[src/rtl/sc_speed_accel_ctrl.sv]
// sc_speed_accel_ctrl
// Upstream controller for the player speed counter. Turns the debounced
// accelerator button into periodic one-cycle increment strobes, caps the
// speed at MAX_SPEED using the counter value fed back to it, and holds the
// counter clear line low for a fixed time after a collision.
module sc_speed_accel_ctrl #(
  parameter int DATAWIDTH    = 24,
  parameter int MAX_SPEED    = 200,
  parameter int ACCEL_PERIOD = 2_500_000,
  parameter int PRESCWIDTH   = 22,
  parameter int CRASH_CYCLES = 50_000_000,
  parameter int HOLDWIDTH    = 26
) (
  input  logic                 SC_upSPEEDCOUNTER_CLOCK_50,
  input  logic                 SC_upSPEEDCOUNTER_RESET_InHigh,
  input  logic                 accel_InLow,
  input  logic                 crash_InHigh,
  input  logic [DATAWIDTH-1:0] speed_InBUS,
  output logic                 upcount_OutLow,
  output logic                 T0_OutLow,
  output logic [1:0]           state_OutBUS
);

  typedef enum logic [1:0] {
    ST_IDLE   = 2'b00,
    ST_ACCEL  = 2'b01,
    ST_MAXSPD = 2'b10,
    ST_CRASH  = 2'b11
  } state_t;

  localparam logic [DATAWIDTH-1:0]  MAX_VAL    = DATAWIDTH'(MAX_SPEED);
  localparam logic [PRESCWIDTH-1:0] PRESC_LAST = PRESCWIDTH'(ACCEL_PERIOD - 1);
  localparam logic [HOLDWIDTH-1:0]  HOLD_LAST  = HOLDWIDTH'(CRASH_CYCLES - 1);

  state_t                state_q, state_d;
  logic [PRESCWIDTH-1:0] presc_q, presc_d;
  logic [HOLDWIDTH-1:0]  hold_q, hold_d;
  logic                  upcount_q, upcount_d;
  logic                  t0_q, t0_d;
  logic                  below_max;

  // Anything at or above the cap (including out-of-range values) counts as at-max.
  assign below_max = (speed_InBUS < MAX_VAL);

  // Next state, prescaler and crash hold: crash beats button release beats speed compare.
  always_comb begin
    state_d = state_q;
    presc_d = '0;
    hold_d  = '0;
    if (crash_InHigh) begin
      state_d = ST_CRASH;
    end else begin
      case (state_q)
        ST_IDLE: begin
          if (!accel_InLow) begin
            state_d = below_max ? ST_ACCEL : ST_MAXSPD;
          end
        end
        ST_ACCEL: begin
          if (accel_InLow) begin
            state_d = ST_IDLE;
          end else if (!below_max) begin
            state_d = ST_MAXSPD;
          end else begin
            presc_d = (presc_q == PRESC_LAST) ? '0 : presc_q + PRESCWIDTH'(1);
          end
        end
        ST_MAXSPD: begin
          if (accel_InLow) begin
            state_d = ST_IDLE;
          end else if (below_max) begin
            state_d = ST_ACCEL;
          end
        end
        ST_CRASH: begin
          if (hold_q == HOLD_LAST) begin
            state_d = ST_IDLE;
          end else begin
            hold_d = hold_q + HOLDWIDTH'(1);
          end
        end
        default: state_d = ST_IDLE;
      endcase
    end
  end

  // Output values for the next cycle; a crash suppresses the strobe so clear always wins.
  always_comb begin
    upcount_d = 1'b1;
    if (!crash_InHigh && (state_q == ST_ACCEL) && (presc_q == PRESC_LAST) && below_max) begin
      upcount_d = 1'b0;
    end
    t0_d = (state_d != ST_CRASH);
  end

  // All state and outputs registered; reset aborts any crash or acceleration at once.
  always_ff @(posedge SC_upSPEEDCOUNTER_CLOCK_50 or posedge SC_upSPEEDCOUNTER_RESET_InHigh) begin
    if (SC_upSPEEDCOUNTER_RESET_InHigh) begin
      state_q   <= ST_IDLE;
      presc_q   <= '0;
      hold_q    <= '0;
      upcount_q <= 1'b1;
      t0_q      <= 1'b1;
    end else begin
      state_q   <= state_d;
      presc_q   <= presc_d;
      hold_q    <= hold_d;
      upcount_q <= upcount_d;
      t0_q      <= t0_d;
    end
  end

  assign upcount_OutLow = upcount_q;
  assign T0_OutLow      = t0_q;
  assign state_OutBUS   = state_q;

endmodule

[config.mk]
export PLATFORM = sky130hd
export DESIGN_NAME = sc_speed_accel_ctrl
export DESIGN_NICKNAME = d
export VERILOG_FILES = /design/src/rtl/sc_speed_accel_ctrl.sv
export SDC_FILE = /design/constraint.sdc
export NUM_CORES = 1
export LEC_CHECK = 0
export BUFFER_PORTS_ARGS = -buffer_cell sky130_fd_sc_hd__buf_2
export CELL_PAD_IN_SITES_DETAIL_PLACEMENT = 1
export CELL_PAD_IN_SITES_GLOBAL_PLACEMENT = 1
export CORE_MARGIN = 2
export CORE_UTILIZATION = 26
export CTS_CLUSTER_SIZE = 12
export DETAILED_ROUTE_END_ITERATION = 10
export GPL_TIMING_DRIVEN = 0
export PLACE_DENSITY_LB_ADDON = 0.1
export RECOVER_POWER = 25
export SLEW_MARGIN = 20
export SYNTH_ARGS = -nofsm -noshare
export SYNTH_HDL_FRONTEND = slang
export SYNTH_SLANG_ARGS = --single-unit
[constraint.sdc]
create_clock -name SC_upSPEEDCOUNTER_CLOCK_50 -period 4.2 [get_ports SC_upSPEEDCOUNTER_CLOCK_50]
set_input_delay 0 -clock SC_upSPEEDCOUNTER_CLOCK_50 [delete_from_list [all_inputs] [get_ports SC_upSPEEDCOUNTER_CLOCK_50]]
set_output_delay 0 -clock SC_upSPEEDCOUNTER_CLOCK_50 [all_outputs]
set_load 0.005 [all_outputs]
Word-level counts from Yosys, hierarchy flattened
Cells that the tools add are included.
Widths: inputs -> output; s select.

operators by class
  reduce and logical (&&, ||, !) cells = 5
  order comparisons = 1
  add/subtract/negate cells = 2
  mux-type cells = 18
  equal/unequal tests = 6

operators by type and width
  kind                   count
  $mux 22                5
  $mux 26                3
  $add 26x1->26 const B  1
  $eq 26x26->1 const B   1
  $lt 24x8->1 const B    1
  $add 22x1->22 const B  1
  $eq 22x22->1 const B   1
  $mux 2                 8
  $pmux 2 s4             1
  $eq 2x2->1 const B     2
  $logic_and 1x1->1      3
  $eq 2x1->1 const B     1
  $logic_not 2->1        1
  $ne 2x2->1 const B     1
  $logic_not 1->1        1
  $mux 1                 1

storage, ports and cells
  register bits after elaboration = 52

Logic depth before layout (Yosys ltp)
Gate-level depths: netlist of run 1.

  word-level depth = 6
  mapped depth = 7

Worst setup path after synthesis of run 1
Ideal clock, no wire load.

  path type = register -> register
  start point = reg hold_q[0]
  end point = reg hold_q[18]
  path slack = 2344 ps
  arrival time = 1761 ps
  cell stages (with the launch flop) = 6
  library setup time = 95 ps
  cells stage by stage = dfrtp_1 -> ha_1 -> nand4_1 -> or4_4 -> or3_1 -> a211oi_1

between the ends
  word-level cells in the longest chain between the ends = 4
  elaborated cells on any way between the ends = 5
  those cells by class = 1 x add/sub; 1 x eq/ne; 3 x mux

ends and longest elaborated chain
  what                                                  RTL line  source
  start: declaration                                    37        logic [HOLDWIDTH-1:0] hold_q, hold_d;
  start signal: assignment                              107       hold_q <= hold_d;
  $add 26x1->26 / $eq 26x26->1 (equally long branches)  79, 76
  $mux 26 *                                             76        if (hold_q == HOLD_LAST) begin
  $mux 26 *                                             53        case (state_q)
  $mux 26 *                                             50        if (crash_InHigh) begin
  net hold_d[18]                                        37

Mark *: on every way through the listed nets, which the timed path passes. The rest lies on a longest branch.

Worst setup path after layout of run 1
  start point = reg hold_q[0]
  end point = reg hold_q[2]

The elaborated chain is that of the path after synthesis.

==> results.json, run 1 <==
{
  "core_area_um2": 10800,
  "numCtsBuffers": 5,
  "netlist_instances": 287,
  "pwr-share-clk": 0.361,
  "fin_worst_skew_ns": 0.0119,
  "hpwl_mm": 5.65,
  "ys_seq_area_frac": 0.451,
  "critPathSlowestCell": "nor3_2",
  "synthArstFlopShare": 1.00,
  "setup_viol": 0,
  "power_frac_comb": 0.050,
  "max_stage_delay_ns": 0.51,
  "cap_violations": 0,
  "power_switching_share": 0.241,
  "port_buffers": 28,
  "cts_tree": "yes",
  "p_int_w": 0.000651,
  "period_minus_slack_ns": 2.28,
  "worst_slew_pin_slew_ns": 0.643,
  "yosysTopAreaCell": "dfrtp_1",
  "power_w": 0.000859,
  "htreeDepth": 2,
  "layout_common_cells": "dfrtp_1, buf_2, nor3_1",
  "drt_iter0_drc": 49,
  "critPathLaunchType": "register",
  "synth-xor-area-share": 0.0757,
  "worst_slack_ns": 1.92,
  "viasPerCell": 5.32,
  "fin_nets": 355,
  "via_count": 2480,
  "gp_congestion": 0.730,
  "clk_latency_ns": 0.31,
  "utilization": 0.309,
  "antenna_cells": 0,
  "min_path_type": "in2reg",
  "routed_wl_mm": 7.78,
  "synth_top_family_by_area": "simple AND/OR/NAND/NOR gates",
  "switchingPower_w": 0.000207,
  "cts.sinks": 52,
  "synthToLayoutAreaGrowth_pct": 15.8,
  "clock_path_buffers": 2,
  "drive_gt1_frac": 0.193,
  "path_clk_slew_ns": 0.11,
  "syn_area_um2": 2890,
  "synth.area.top_cells": "dfrtp_1, xor2_1, nor3_1",
  "seqPwrFrac": 0.588,
  "ys_seq_elements": 52,
  "cts-root-buf": "clkbuf_8",
  "fin_tns_setup_ns": 0,
  "synth_fp_nets": 317,
  "place_worst_setup_slack_ns": 1.91,
  "overflow": 0,
  "whs_ns": 0.0585,
  "yosys.area_share.adder": 0.00865,
  "drc": 0,
  "crit_type": "reg2reg",
  "start_util": 0.267,
  "crit_required_ns": 4.37,
  "report.final.slew_viol_count": 0,
  "synthSimpleGateAreaFrac": 0.307,
  "cts_resized": 0,
  "final_common_cell": "dfrtp_1",
  "synth_warnings": 0,
  "synth-compound-area-share": 0.116,
  "finalCritPeriodShare": 0.544,
  "grt_setup_unrepaired": "no",
  "crit_arrival_ns": 2.46,
  "critPathCaptureType": "register",
  "p_per_area_nw_per_um2": 257,
  "grt_max_degree": 43,
  "die_w_um": 109,
  "grt_pass1_wl_mm": 13.3,
  "final_antenna_net_count": 0,
  "synth_top_cell_area_share": 0.433,
  "maxSlewHeadroom": 0.569,
  "rows": 38,
  "post_cts.repair.setup_buffers": 0,
  "vdd_drop_max_uv": 124,
  "antenna_found_initial": 0,
  "grtUsageTotal": 0.142,
  "hold_viol": 0,
  "power.leakage_nw": 1.25,
  "crit_path_cell_trace": "ha_1, and4_1, nand4_1, nor3_2, buf_2, nor3_1",
  "syn_area_per_cell_um2": 10.1,
  "io_pins": 32,
  "cp_max_fo": 10,
  "wl_per_cell_um": 16.7,
  "nFillCells": 1266,
  "die_h_um": 109,
  "synth_edf_count": 0,
  "cts_hold_buffers": 2,
  "grt_pass1_vias": 2564,
  "die-area_um2": 12000,
  "dr.pass1.iters": 4,
  "synthMuxAreaShare": 0,
  "synth_cell_type_count": 40,
  "synth_ff_type": "dfrtp_1",
  "fmax_ghz": 0.438,
  "status": "complete, no violations"
}
-- power by group through the flow --
stage	clock (W)	combinational [W]	sequential, W
floorplan	0	0.0000196	0.000514
global placement	0	0.0000401	0.000515
detailed placement	0	0.0000439	0.000515
CTS	0.000329	0.0000453	0.000505
global route	0.000342	0.0000493	0.000506
finish	0.000310	0.0000433	0.000505
-- critical path: cells and delay by family, from the launching register on --
family / cells / cell delay, ns
flops: 1 / 0.40
fa+ha+maj: 1 / 0.25
simple gates: 4 / 1.13
buf+inv: 1 / 0.38
-- per-stage QoR --
step / instances / instance area [um^2]
final: 466 / 3350
after global routing: 466 / 3350
after CTS: 466 / 3350
after detailed placement: 456 / 3240
after global placement: 455 / 3210
after floorplan: 287 / 2890
-- path summary, 6_finish.rpt --
path	start	to	slack [ns]	depth (start not counted)
worst max-delay path	hold_q[0]	hold_q[2]	1.92	6
worst min-delay path	speed_InBUS[18]	state_OutBUS[0]	0.06	4
worst max register to register	hold_q[0]	hold_q[2]	1.92	6
worst min register to register	hold_q[0]	hold_q[0]	0.50	1
max in group asynchronous	SC_upSPEEDCOUNTER_RESET_InHigh	T0_OutLow	3.29	4
min in group asynchronous	SC_upSPEEDCOUNTER_RESET_InHigh	presc_q[18]	0.27	3
-- routing by layer --
metal / GRT usage / up-vias / share of wire
met2: 0.205 / 39 / 0.42
li1: - / 1184 / -
met1: 0.217 / 1251 / 0.55
met5: 0 / - / 0
met3: 0.0202 / 6 / 0.024
met4: 0.0452 / 0 / 0.014
-- area by class of cell --
class                           instances  area (um^2)  area share
Buffer                                 16          104      0.0310
Timing Repair Buffer                   31          186      0.0557
Clock buffer                            6         82.6      0.0247
Sequential cell                        52         1300       0.390
Clock inverter                          2         10.0     0.00299
Inverter                                5         20.0     0.00598
Multi-Input combinational cell        214         1470       0.438
Tap cell                              140          175      0.0523
-- synth_stat cells (2+ instances only) --
library cell and number:
buf_2 4, xor2_1 18, nand3_1 23, or4_1 11
nor2_1 4, and4_1 7, nor4_1 10, nor3_1 27
and2_1 2, a211oi_2 5, buf_4 2, dfrtp_1 50
nand4_4 2, buf_6 4, inv_1 5, or4_4 2
o21ai_0 7, nand4_1 15, ha_1 2, and3_1 8
nor4b_1 2, o221ai_1 2, o31ai_1 12, dfstp_2 2
nor3b_1 2, or3_1 8, clkbuf_1 5, nand2_1 15
a211oi_1 14, xnor2_1 7
-- kinds of logic (layout without fill, tap and decap cells) --
group,Yosys count,in the layout
compound gates,43,43
xor+xnor,25,25
fa+ha+maj,2,2
buf+inv,21,60
flops,52,52
simple gates,144,144
-- state kept, by name, indices dropped and copies added, names as in the netlist --
| register | count |
|---|---|
| state_OutBUS | 2 |
| hold_q | 26 |
| presc_q | 22 |
| T0_OutLow | 1 |
| upcount_OutLow | 1 |
Power figures use the tool's default switching activity.
==> run 2, diff against run 1 <==
==> constraint.sdc (replaced) <==
create_clock -name SC_upSPEEDCOUNTER_CLOCK_50 -period 1.91 [get_ports SC_upSPEEDCOUNTER_CLOCK_50]
set_input_delay 0 -clock SC_upSPEEDCOUNTER_CLOCK_50 [delete_from_list [all_inputs] [get_ports SC_upSPEEDCOUNTER_CLOCK_50]]
set_output_delay 0 -clock SC_upSPEEDCOUNTER_CLOCK_50 [all_outputs]
set_load 0.005 [all_outputs]
==> run 2 against run 1 <==
Against the previous run:
- the flow now finishes with violations (setup timing)
- highest routed layer unchanged
- design area up 8.3%
- core utilization increased by 2.6 points
- combinational power is 140% higher
- clock skew is 0.0010 ns lower
==> results.json, run 2 (synthesized netlist as in run 1, its figures left out) <==
{
  "drive_gt1_frac": 0.330,
  "critPathLaunchType": "register",
  "p_int_w": 0.00144,
  "switchingPower_w": 0.000464,
  "violations": "setup timing",
  "die_w_um": 109,
  "core_area_um2": 10800,
  "routed_wl_mm": 8.00,
  "viasPerCell": 5.25,
  "io_pins": 32,
  "cts.sinks": 52,
  "crit_type": "reg2reg",
  "overflow": 0,
  "crit_required_ns": 2.14,
  "finalCritPeriodShare": 1.01,
  "die_h_um": 109,
  "hp-start": "accel_InLow",
  "htreeDepth": 2,
  "final_common_cell": "dfrtp_1",
  "grt_setup_unrepaired": "yes",
  "p_per_area_nw_per_um2": 525,
  "drt_iter0_drc": 72,
  "rows": 38,
  "fin_nets": 371,
  "crit_arrival_ns": 2.16,
  "cap_violations": 0,
  "vdd_drop_max_uv": 281,
  "cts-root-buf": "clkbuf_8",
  "grt_pass1_vias": 2588,
  "hpwl_mm": 5.65,
  "layout_common_cells": "dfrtp_1, nor3_1, buf_2",
  "antenna_found_initial": 0,
  "dr.pass1.iters": 4,
  "hold_viol": 0,
  "gp_congestion": 0.730,
  "top_register": "hold_q",
  "critPathCaptureType": "register",
  "worst_slack_ns": -0.0160,
  "min_path_type": "in2reg",
  "start_util": 0.267,
  "power.leakage_nw": 1.36,
  "report.final.slew_viol_count": 0,
  "status": "finished with violations",
  "postPlaceCellArea_um2": 3240,
  "grtUsageTotal": 0.144,
  "maxSlewHeadroom": 0.544,
  "largest_reg_flops": 26,
  "final_area_um2": 3630,
  "fmax_ghz": 0.519,
  "path_clk_slew_ns": 0.11,
  "grt_pass1_wl_mm": 13.5,
  "clk_latency_ns": 0.31,
  "period_minus_slack_ns": 1.93,
  "cp-startpoint": "hold_q[1]",
  "place_worst_setup_slack_ns": -0.383,
  "antenna_cells": 0,
  "cp_max_fo": 6,
  "final_antenna_net_count": 0,
  "pwr-share-clk": 0.360,
  "port_buffers": 28,
  "power_switching_share": 0.244,
  "setup_viol": 1,
  "synthToLayoutAreaGrowth_pct": 25.4,
  "numCtsBuffers": 5,
  "worst_slew_pin_slew_ns": 0.683,
  "drc": 0,
  "clock_path_buffers": 2,
  "die-area_um2": 12000,
  "rr_startpoint": "hold_q[1]",
  "power_frac_comb": 0.054,
  "power_w": 0.00190,
  "grt_max_degree": 43,
  "cts_tree": "yes",
  "wl_per_cell_um": 16.6,
  "fin_worst_skew_ns": 0.0109,
  "via_count": 2532,
  "seqPwrFrac": 0.585
}
run 2: changes by cell type in the layout (fill, tap and decap cells not counted), moves of 3 or more:
cell	delta
dfrtp_2	+12
a211oi_1	-6
buf_6	+4
dfrtp_1	-12
or4_4	+3
a211oi_2	+6
buf_4	+15
or3_4	+3
buf_2	-4
or4_1	-3
or3_1	-3
run 2: area by class of cell:
class                           instances  area (um^2)
Fill cell                            1256         7210
Multi-Input combinational cell        214         1580
Sequential cell                        52         1320
Timing Repair Buffer                   47          310
Tap cell                              140          175
Buffer                                 16          130
Clock buffer                            6         82.6
Inverter                                5         20.0
Clock inverter                          2         10.0
run 2: stage by stage:
step	util	std cells	TNS, ns	hold WS [ns]
after global placement	0.296	455	-27.24	0.263
after CTS	0.317	471	0	0.0424
final	0.334	482	-0.0160	0.0515
after floorplan	-	287	0	0.144
after detailed placement	0.299	456	-11.08	-0.0707
after global routing	0.334	482	-0.257	0.0638
run 2: power by group through the flow:
stage	clock, W	combinational [W]	sequential (W)
2_1_floorplan	0	0.0000431	0.00113
3_3_place_gp	0	0.0000882	0.00113
3_5_place_dp	0	0.0000965	0.00113
4_1_cts	0.000724	0.000105	0.00111
5_1_grt	0.000751	0.000118	0.00111
6_report	0.000686	0.000103	0.00111
run 2: critical path, cell delays in order, from the launching register on:
cell and delay (ns):
dfrtp_1 0.42, ha_4 0.16, nand4_1 0.13, or4_4 0.59
or3_4 0.35, a211oi_2 0.19
run 2: final timing paths:
| check | slack, ns | cells after the start | end |
|---|---|---|---|
| hold / removal | 0.05 | 3 | presc_q[13] |
| min in group asynchronous | 0.27 | 3 | presc_q[12] |
| hold reg to reg | 0.58 | 2 | hold_q[23] |
| setup / recovery | -0.02 | 5 | hold_q[18] |
| setup reg to reg | -0.02 | 5 | hold_q[18] |
| max in group asynchronous | 1.00 | 4 | T0_OutLow |
run 2: timing repair:
| action | 4_1_cts | 5_1_grt |
|---|---|---|
| hold buffers | 2 | 0 |
| resized for setup | 17 | 33 |
| pin swaps | 3 | 13 |
| buffers inserted | 5 | 11 |
| endpoints found under the hold margin | 54 | 0 |
| setup endpoints to repair | 47 | 35 |
run 2: routing by layer:
| metal | GRT usage | vias to the layer above | wire [um] |
|---|---|---|---|
| met4 | 0.0452 | 0 | 107 |
| met5 | 0 | - | 0 |
| li1 | - | 1213 | - |
| met3 | 0.0202 | 6 | 164 |
| met1 | 0.219 | 1279 | 4270 |
| met2 | 0.209 | 34 | 3460 |
